==> src/rtl/uart_pkg.sv <==
// Shared definitions for the UART stream bridge: default widths and the TX FSM
// state encoding.
package uart_pkg;

   localparam int DATA_W_DEF   = 8;
   localparam int ADDR_W_DEF   = 4;
   localparam int TX_COUNT_W   = 16;
   localparam int DROP_COUNT_W = 8;

   typedef enum logic [1:0] {
      TX_IDLE  = 2'd0,
      TX_START = 2'd1,
      TX_WAIT  = 2'd2
   } tx_state_e;

endpackage

==> src/rtl/uart_sync_fifo.sv <==
// Synchronous first-word-fall-through FIFO with full/empty flags. A push while
// full is accepted only when a pop frees the slot in the same cycle.
module uart_sync_fifo #(
   parameter int DATA_W = 8,
   parameter int ADDR_W = 4
) (
   input  logic              clk,
   input  logic              rst,
   input  logic              push,
   input  logic [DATA_W-1:0] wr_data,
   input  logic              pop,
   output logic [DATA_W-1:0] rd_data,
   output logic              full,
   output logic              empty
);

   localparam int DEPTH = 1 << ADDR_W;

   logic [DATA_W-1:0] mem_q [DEPTH];
   logic [ADDR_W:0]   wr_ptr_q, wr_ptr_d;
   logic [ADDR_W:0]   rd_ptr_q, rd_ptr_d;
   logic              do_push, do_pop;

   // Extra pointer MSB distinguishes a full FIFO from an empty one.
   assign empty   = (wr_ptr_q == rd_ptr_q);
   assign full    = (wr_ptr_q[ADDR_W] != rd_ptr_q[ADDR_W]) &&
                    (wr_ptr_q[ADDR_W-1:0] == rd_ptr_q[ADDR_W-1:0]);
   assign do_pop  = pop & ~empty;
   assign do_push = push & (~full | do_pop);
   assign rd_data = empty ? '0 : mem_q[rd_ptr_q[ADDR_W-1:0]];

   always_comb begin
      wr_ptr_d = wr_ptr_q + (ADDR_W+1)'(do_push);
      rd_ptr_d = rd_ptr_q + (ADDR_W+1)'(do_pop);
   end

   always_ff @(posedge clk or posedge rst) begin
      if (rst) begin
         wr_ptr_q <= '0;
         rd_ptr_q <= '0;
      end else begin
         wr_ptr_q <= wr_ptr_d;
         rd_ptr_q <= rd_ptr_d;
      end
   end

   // NOTE: storage is deliberately not reset; the pointers alone define validity
   // and rd_data is forced to zero while empty.
   always_ff @(posedge clk) begin
      if (do_push) mem_q[wr_ptr_q[ADDR_W-1:0]] <= wr_data;
   end

endmodule

==> src/rtl/uart_stream_bridge.sv <==
// Valid/ready byte streams to and from the UART transmitter/receiver pulses.
// Define UART_BRIDGE_STATS_EN to add the saturating tx_count/drop_count outputs.
module uart_stream_bridge
   import uart_pkg::*;
#(
   parameter int DATA_W = DATA_W_DEF,
   parameter int ADDR_W = ADDR_W_DEF
) (
   input  logic              clk,
   input  logic              rst,
   input  logic              s_valid,
   input  logic [DATA_W-1:0] s_data,
   output logic              s_ready,
   output logic              m_valid,
   output logic [DATA_W-1:0] m_data,
   input  logic              m_ready,
   output logic              tx_start,
   output logic [DATA_W-1:0] tx_data_out,
   input  logic              tx_busy,
   input  logic              tx_done,
   input  logic [DATA_W-1:0] rx_data,
   input  logic              rx_done,
   output logic              rx_overflow,
   input  logic              ovf_clear
`ifdef UART_BRIDGE_STATS_EN
   ,
   output logic [TX_COUNT_W-1:0]   tx_count,
   output logic [DROP_COUNT_W-1:0] drop_count
`endif
);

   tx_state_e         state_q;
   logic              tx_start_q;
   logic [DATA_W-1:0] tx_data_q;
   logic [DATA_W-1:0] tx_head;
   logic              tx_full, tx_empty, tx_push, tx_pop;
   logic              rx_full, rx_empty, rx_drop;
   logic              rx_ovf_q, rx_ovf_d;

   assign tx_push = s_valid & ~tx_full;
   assign tx_pop  = (state_q == TX_WAIT) & tx_done;
   // Dropped only when full and the user is not freeing a slot this cycle.
   assign rx_drop = rx_done & rx_full & ~m_ready;

   uart_sync_fifo #(.DATA_W(DATA_W), .ADDR_W(ADDR_W)) tx_fifo (
      .clk     (clk),
      .rst     (rst),
      .push    (tx_push),
      .wr_data (s_data),
      .pop     (tx_pop),
      .rd_data (tx_head),
      .full    (tx_full),
      .empty   (tx_empty)
   );

   uart_sync_fifo #(.DATA_W(DATA_W), .ADDR_W(ADDR_W)) rx_fifo (
      .clk     (clk),
      .rst     (rst),
      .push    (rx_done),
      .wr_data (rx_data),
      .pop     (m_ready),
      .rd_data (m_data),
      .full    (rx_full),
      .empty   (rx_empty)
   );

   assign s_ready     = ~tx_full;
   assign m_valid     = ~rx_empty;
   assign tx_start    = tx_start_q;
   assign tx_data_out = tx_data_q;
   assign rx_overflow = rx_ovf_q;

   // NOTE: sequential state uses non-blocking assignments so every flop samples
   // pre-edge values regardless of statement order.
   always_ff @(posedge clk or posedge rst) begin
      if (rst) begin
         state_q    <= TX_IDLE;
         tx_start_q <= 1'b0;
         tx_data_q  <= '0;
      end else begin
         tx_start_q <= 1'b0;
         unique case (state_q)
            TX_IDLE: begin
               if (!tx_empty && !tx_busy) begin
                  state_q    <= TX_START;
                  tx_start_q <= 1'b1;
                  tx_data_q  <= tx_head;
               end
            end
            TX_START: state_q <= TX_WAIT;
            TX_WAIT:  if (tx_done) state_q <= TX_IDLE;
            default:  state_q <= TX_IDLE;
         endcase
      end
   end

   always_comb begin
      // NOTE: each always_comb output is defaulted first so no latch is inferred.
      rx_ovf_d = rx_ovf_q;
      if (ovf_clear) rx_ovf_d = 1'b0;
      if (rx_drop)   rx_ovf_d = 1'b1;
   end

   always_ff @(posedge clk or posedge rst) begin
      if (rst) rx_ovf_q <= 1'b0;
      else     rx_ovf_q <= rx_ovf_d;
   end

`ifdef UART_BRIDGE_STATS_EN
   logic [TX_COUNT_W-1:0]   tx_count_q, tx_count_d;
   logic [DROP_COUNT_W-1:0] drop_count_q, drop_count_d;

   always_comb begin
      tx_count_d   = tx_count_q;
      drop_count_d = drop_count_q;
      if (tx_pop && (tx_count_q != '1))    tx_count_d   = tx_count_q + 1'b1;
      if (rx_drop && (drop_count_q != '1)) drop_count_d = drop_count_q + 1'b1;
   end

   always_ff @(posedge clk or posedge rst) begin
      if (rst) begin
         tx_count_q   <= '0;
         drop_count_q <= '0;
      end else begin
         tx_count_q   <= tx_count_d;
         drop_count_q <= drop_count_d;
      end
   end

   assign tx_count   = tx_count_q;
   assign drop_count = drop_count_q;
`endif

endmodule

==> config.mk <==
export PLATFORM = sky130hd
export DESIGN_NAME = uart_stream_bridge
export DESIGN_NICKNAME = d
export VERILOG_FILES = /design/src/rtl/uart_pkg.sv /design/src/rtl/uart_sync_fifo.sv /design/src/rtl/uart_stream_bridge.sv
export SDC_FILE = /design/constraint.sdc
export NUM_CORES = 1
export LEC_CHECK = 0
export ABC_AREA = 1
export CORE_ASPECT_RATIO = 1.25
export CORE_MARGIN = 5
export CORE_UTILIZATION = 27
export DETAILED_ROUTE_END_ITERATION = 12
export HOLD_SLACK_MARGIN = 0.02
export PLACE_DENSITY_LB_ADDON = 0.1
export SLEW_MARGIN = 20
export SYNTH_ARGS = -nofsm -noshare
export SYNTH_HDL_FRONTEND = slang
export SYNTH_HIERARCHICAL = 1
export SYNTH_SLANG_ARGS = --single-unit
==> constraint.sdc <==
create_clock -name clk -period 2.05 [get_ports clk]
set_clock_uncertainty 0.05 [all_clocks]
set_input_delay 0.3075 -clock clk [delete_from_list [all_inputs] [get_ports clk]]
set_output_delay 0.3075 -clock clk [all_outputs]
set_load 0.05 [all_outputs]
==> impl_metrics.ini <==
[worst_hold_path]
hold_class = input port to async pin

[worst_setup_path]
required_ns = 1.69
crit_start = rx_fifo/rd_ptr_q[0]
crit_end = m_data[6]
worstSetupEndpointType = output port
crit_type = flip-flop to output port
start_kind = flip-flop
crit_arrival_ns = 2.14
r2r_slack_ns = -0.05
rr_worst_depth = 11
crit_fanout = 4
r2r_end = rx_fifo/rd_ptr_q[4]
regToRegStartpoint = rx_fifo/rd_ptr_q[0]

[floorplan]
core.rowCount = 89
die_w_um = 204.4
core_area_um2 = 46990
ios = 44
die-area_um2 = 51690
initial_core_util_pct = 27.13
chipHeight_um = 252.9

[grt]
grt_pass1_wl_um = 54880
antenna_found_initial = 0
grt_use_total_pct = 14.17
grt_pass1_vias = 8998
grt.overflow.total = 0
grt_max_degree = 50

[sta]
fmax_mhz = 399.9
hold_violations = 0
min_period_ns = 2.501
rsz0062_at_grt = true
relSlewSlack_pct = 65.80
post-route-period-util_pct = 122.0
worst_pin_slew_ns = 0.5150
drv_slew = 0
setup_slack_ns = -0.4506
setup_viol = 11
hold_ws_ns = 0.1699

[synthesis]
ys_types = 24
synthesis.area_um2 = 12750
synth_commonest_cells = 494 x nand2_1, 256 x edfxtp_1, 205 x inv_1
synth_top_area_share_pct = 60.30
yosys.area.top_type = edfxtp_1
synth_ff_type = edfxtp_1
avgSynthCellArea_um2 = 9.814
synth_fp_nets = 1331
synthCells = 1299
ys_top_cells_by_area = edfxtp_1 60%, nand2_1 15%, dfrtp_1 6.3%, inv_1 6.0%, nand3_1 5.5%
synth_warnings = 6
ys_seq_area_share_pct = 66.58
synth_most_common_cell = nand2_1
synth_edf_count = 256
synth_seq_cells = 288
synthArstFlopShare_pct = 11.11

[final_layout]
drive_gt1_share_pct = 17.66
final_nets = 1477
antenna_cells = 0
syn_to_final_growth_pct = 28.68

[clock_network]
cts_hold_buf = 0
cts_buffers = 35
path_clk_slew_ns = 0.06
clock-sinks = 288
cts_tree = yes
clock-root-buffer = clkbuf_16
ctsHtreeMaxLevel = 2
clock_latency_ns = 0.53
cts.path.max_buffers = 3

[routing]
via_per_inst = 4.143
drtPass1Iterations = 4
wl_um = 37160
avgRoutedWirePerCell_um = 17.66
drt_iter0_drc = 340
drtAntennaViolNets = 0
vias = 8716
drc = 0

[placement]
place_ws_ns = 0.05668
port_buffers = 43
routabilityCongestion = 0.7896
hpwlAfterDp_um = 23920

[power]
total_power_mw = 24.47
ir_drop_mv = 0.8297
p_leak_nw = 7.086
power.density_nw_per_um2 = 1492

[run_status]
outcome = complete, but fails checks
violations = setup timing

[flow_run]
cap_violations = 0
==> layout by cell type, fill, tap and decap left out, types with 2 or more instances in the layout <==
master and count:
buf_6 38, nand2_2 9, nand3_2 17, buf_12 11, edfxtp_1 256, dfrtp_2 3, inv_1 205, dfrtp_1 29
clkinv_1 6, o21ai_1 2, clkbuf_1 12, inv_2 5, xor2_1 17, clkbuf_8 4, a21oi_1 8, nor2_2 27
nor2_4 8, ha_2 5, clkdlybuf4s50_1 23, nand4_1 2, clkbuf_16 45, dlygate4sd2_1 9, ha_4 2, nor2_1 23
nand2_1 486, clkinv_2 4, xnor2_1 3, nand2_4 2, a21oi_2 8, buf_4 63, nand3_1 124
==> layout make-up <==
| cell class | instances | area (um2) |
|---|---|---|
| well taps | 637 | 797.0 |
| fillers | 4844 | 30590 |
| inverters | 217 | 825.8 |
| clock inverters | 6 | 30.03 |
| repair buffers | 155 | 1705 |
| clock buffers | 53 | 1026 |
| multi-input cells | 748 | 3528 |
| flip-flops and latches | 288 | 8492 |
==> critical path: stages (launching register included) <==
cell       delay, ns
dfrtp_2         0.48
buf_4           0.16
xor2_1          0.16
nor2_2          0.14
nand2_2         0.10
nor2_4          0.19
clkbuf_16       0.18
a21oi_2         0.04
buf_6           0.15
==> layer usage <==
metal | GRT usage (%) | routed length [um] | vias to the layer above
li1 | - | - | 4409
met1 | 16.19 | 14750 | 4108
met2 | 26.61 | 20070 | 133
met3 | 1.985 | 1020 | 66
met4 | 5.477 | 1321 | 0
met5 | 0 | 0 | -
==> sequential cells by signal (all words and copies together) (netlist names) <==
| register | cells |
|---|---|
| rx_fifo/mem_q | 128 |
| rx_fifo/rd_ptr_q | 5 |
| rx_fifo/wr_ptr_q | 5 |
| rx_overflow | 1 |
| state_q | 2 |
| tx_data_out | 8 |
| tx_fifo/mem_q | 128 |
| tx_fifo/rd_ptr_q | 5 |
| tx_fifo/wr_ptr_q | 5 |
| tx_start | 1 |
==> kinds of logic after synthesis <==
family | Yosys count | synth area share, %
AND/OR/NAND/NOR | 698 | 22.27
XOR/XNOR | 22 | 1.511
buffers and inverters | 263 | 8.058
AO/OA/AOI/OAI | 20 | 0.7950
adder cells (fa/ha/maj) | 8 | 0.7852
flip-flops | 288 | 66.58
==> worst min-delay path by stage <==
stage,start,slack (ns),depth (start not counted),endpoint
detailed placement,tx_data_out[7],0.41,2,tx_data_out[7]
CTS,rst,0.16,2,rx_overflow
finish,rst,0.17,2,rx_overflow
global route,rst,0.18,2,rx_overflow
global placement,tx_data_out[0],0.42,2,tx_data_out[0]
floorplan,rst,0.1,1,rx_fifo/rd_ptr_q[0]
==> metrics by stage <==
| stage | utilization [%] | setup TNS (ns) | std cells | area [um2] |
|---|---|---|---|---|
| floorplan | - | 0 | 1299 | 12780 |
| global placement | 31.06 | 0 | 2025 | 14600 |
| detailed placement | 31.06 | 0 | 2025 | 14600 |
| CTS | 34.04 | -5.197 | 2097 | 15990 |
| global route | 34.91 | -12.69 | 2104 | 16400 |
| finish | 34.91 | -3.971 | 2104 | 16400 |
==> where the power goes <==
group	switching [mW]	leakage, nW	internal (mW)
Combinational	7.02	3.87	4.02
Sequential	0.393	2.70	7.26
Clock	2.34	0.514	3.43
==> what timing repair did <==
action / 4_1_cts / 5_1_grt
gates cloned: 2 / 8
pin swaps: 7 / 24
setup buffers: 11 / 3
setup endpoints to repair: 19 / 202
gates resized for setup: 64 / 64
Note: power is estimated with default switching activity, not from simulation.
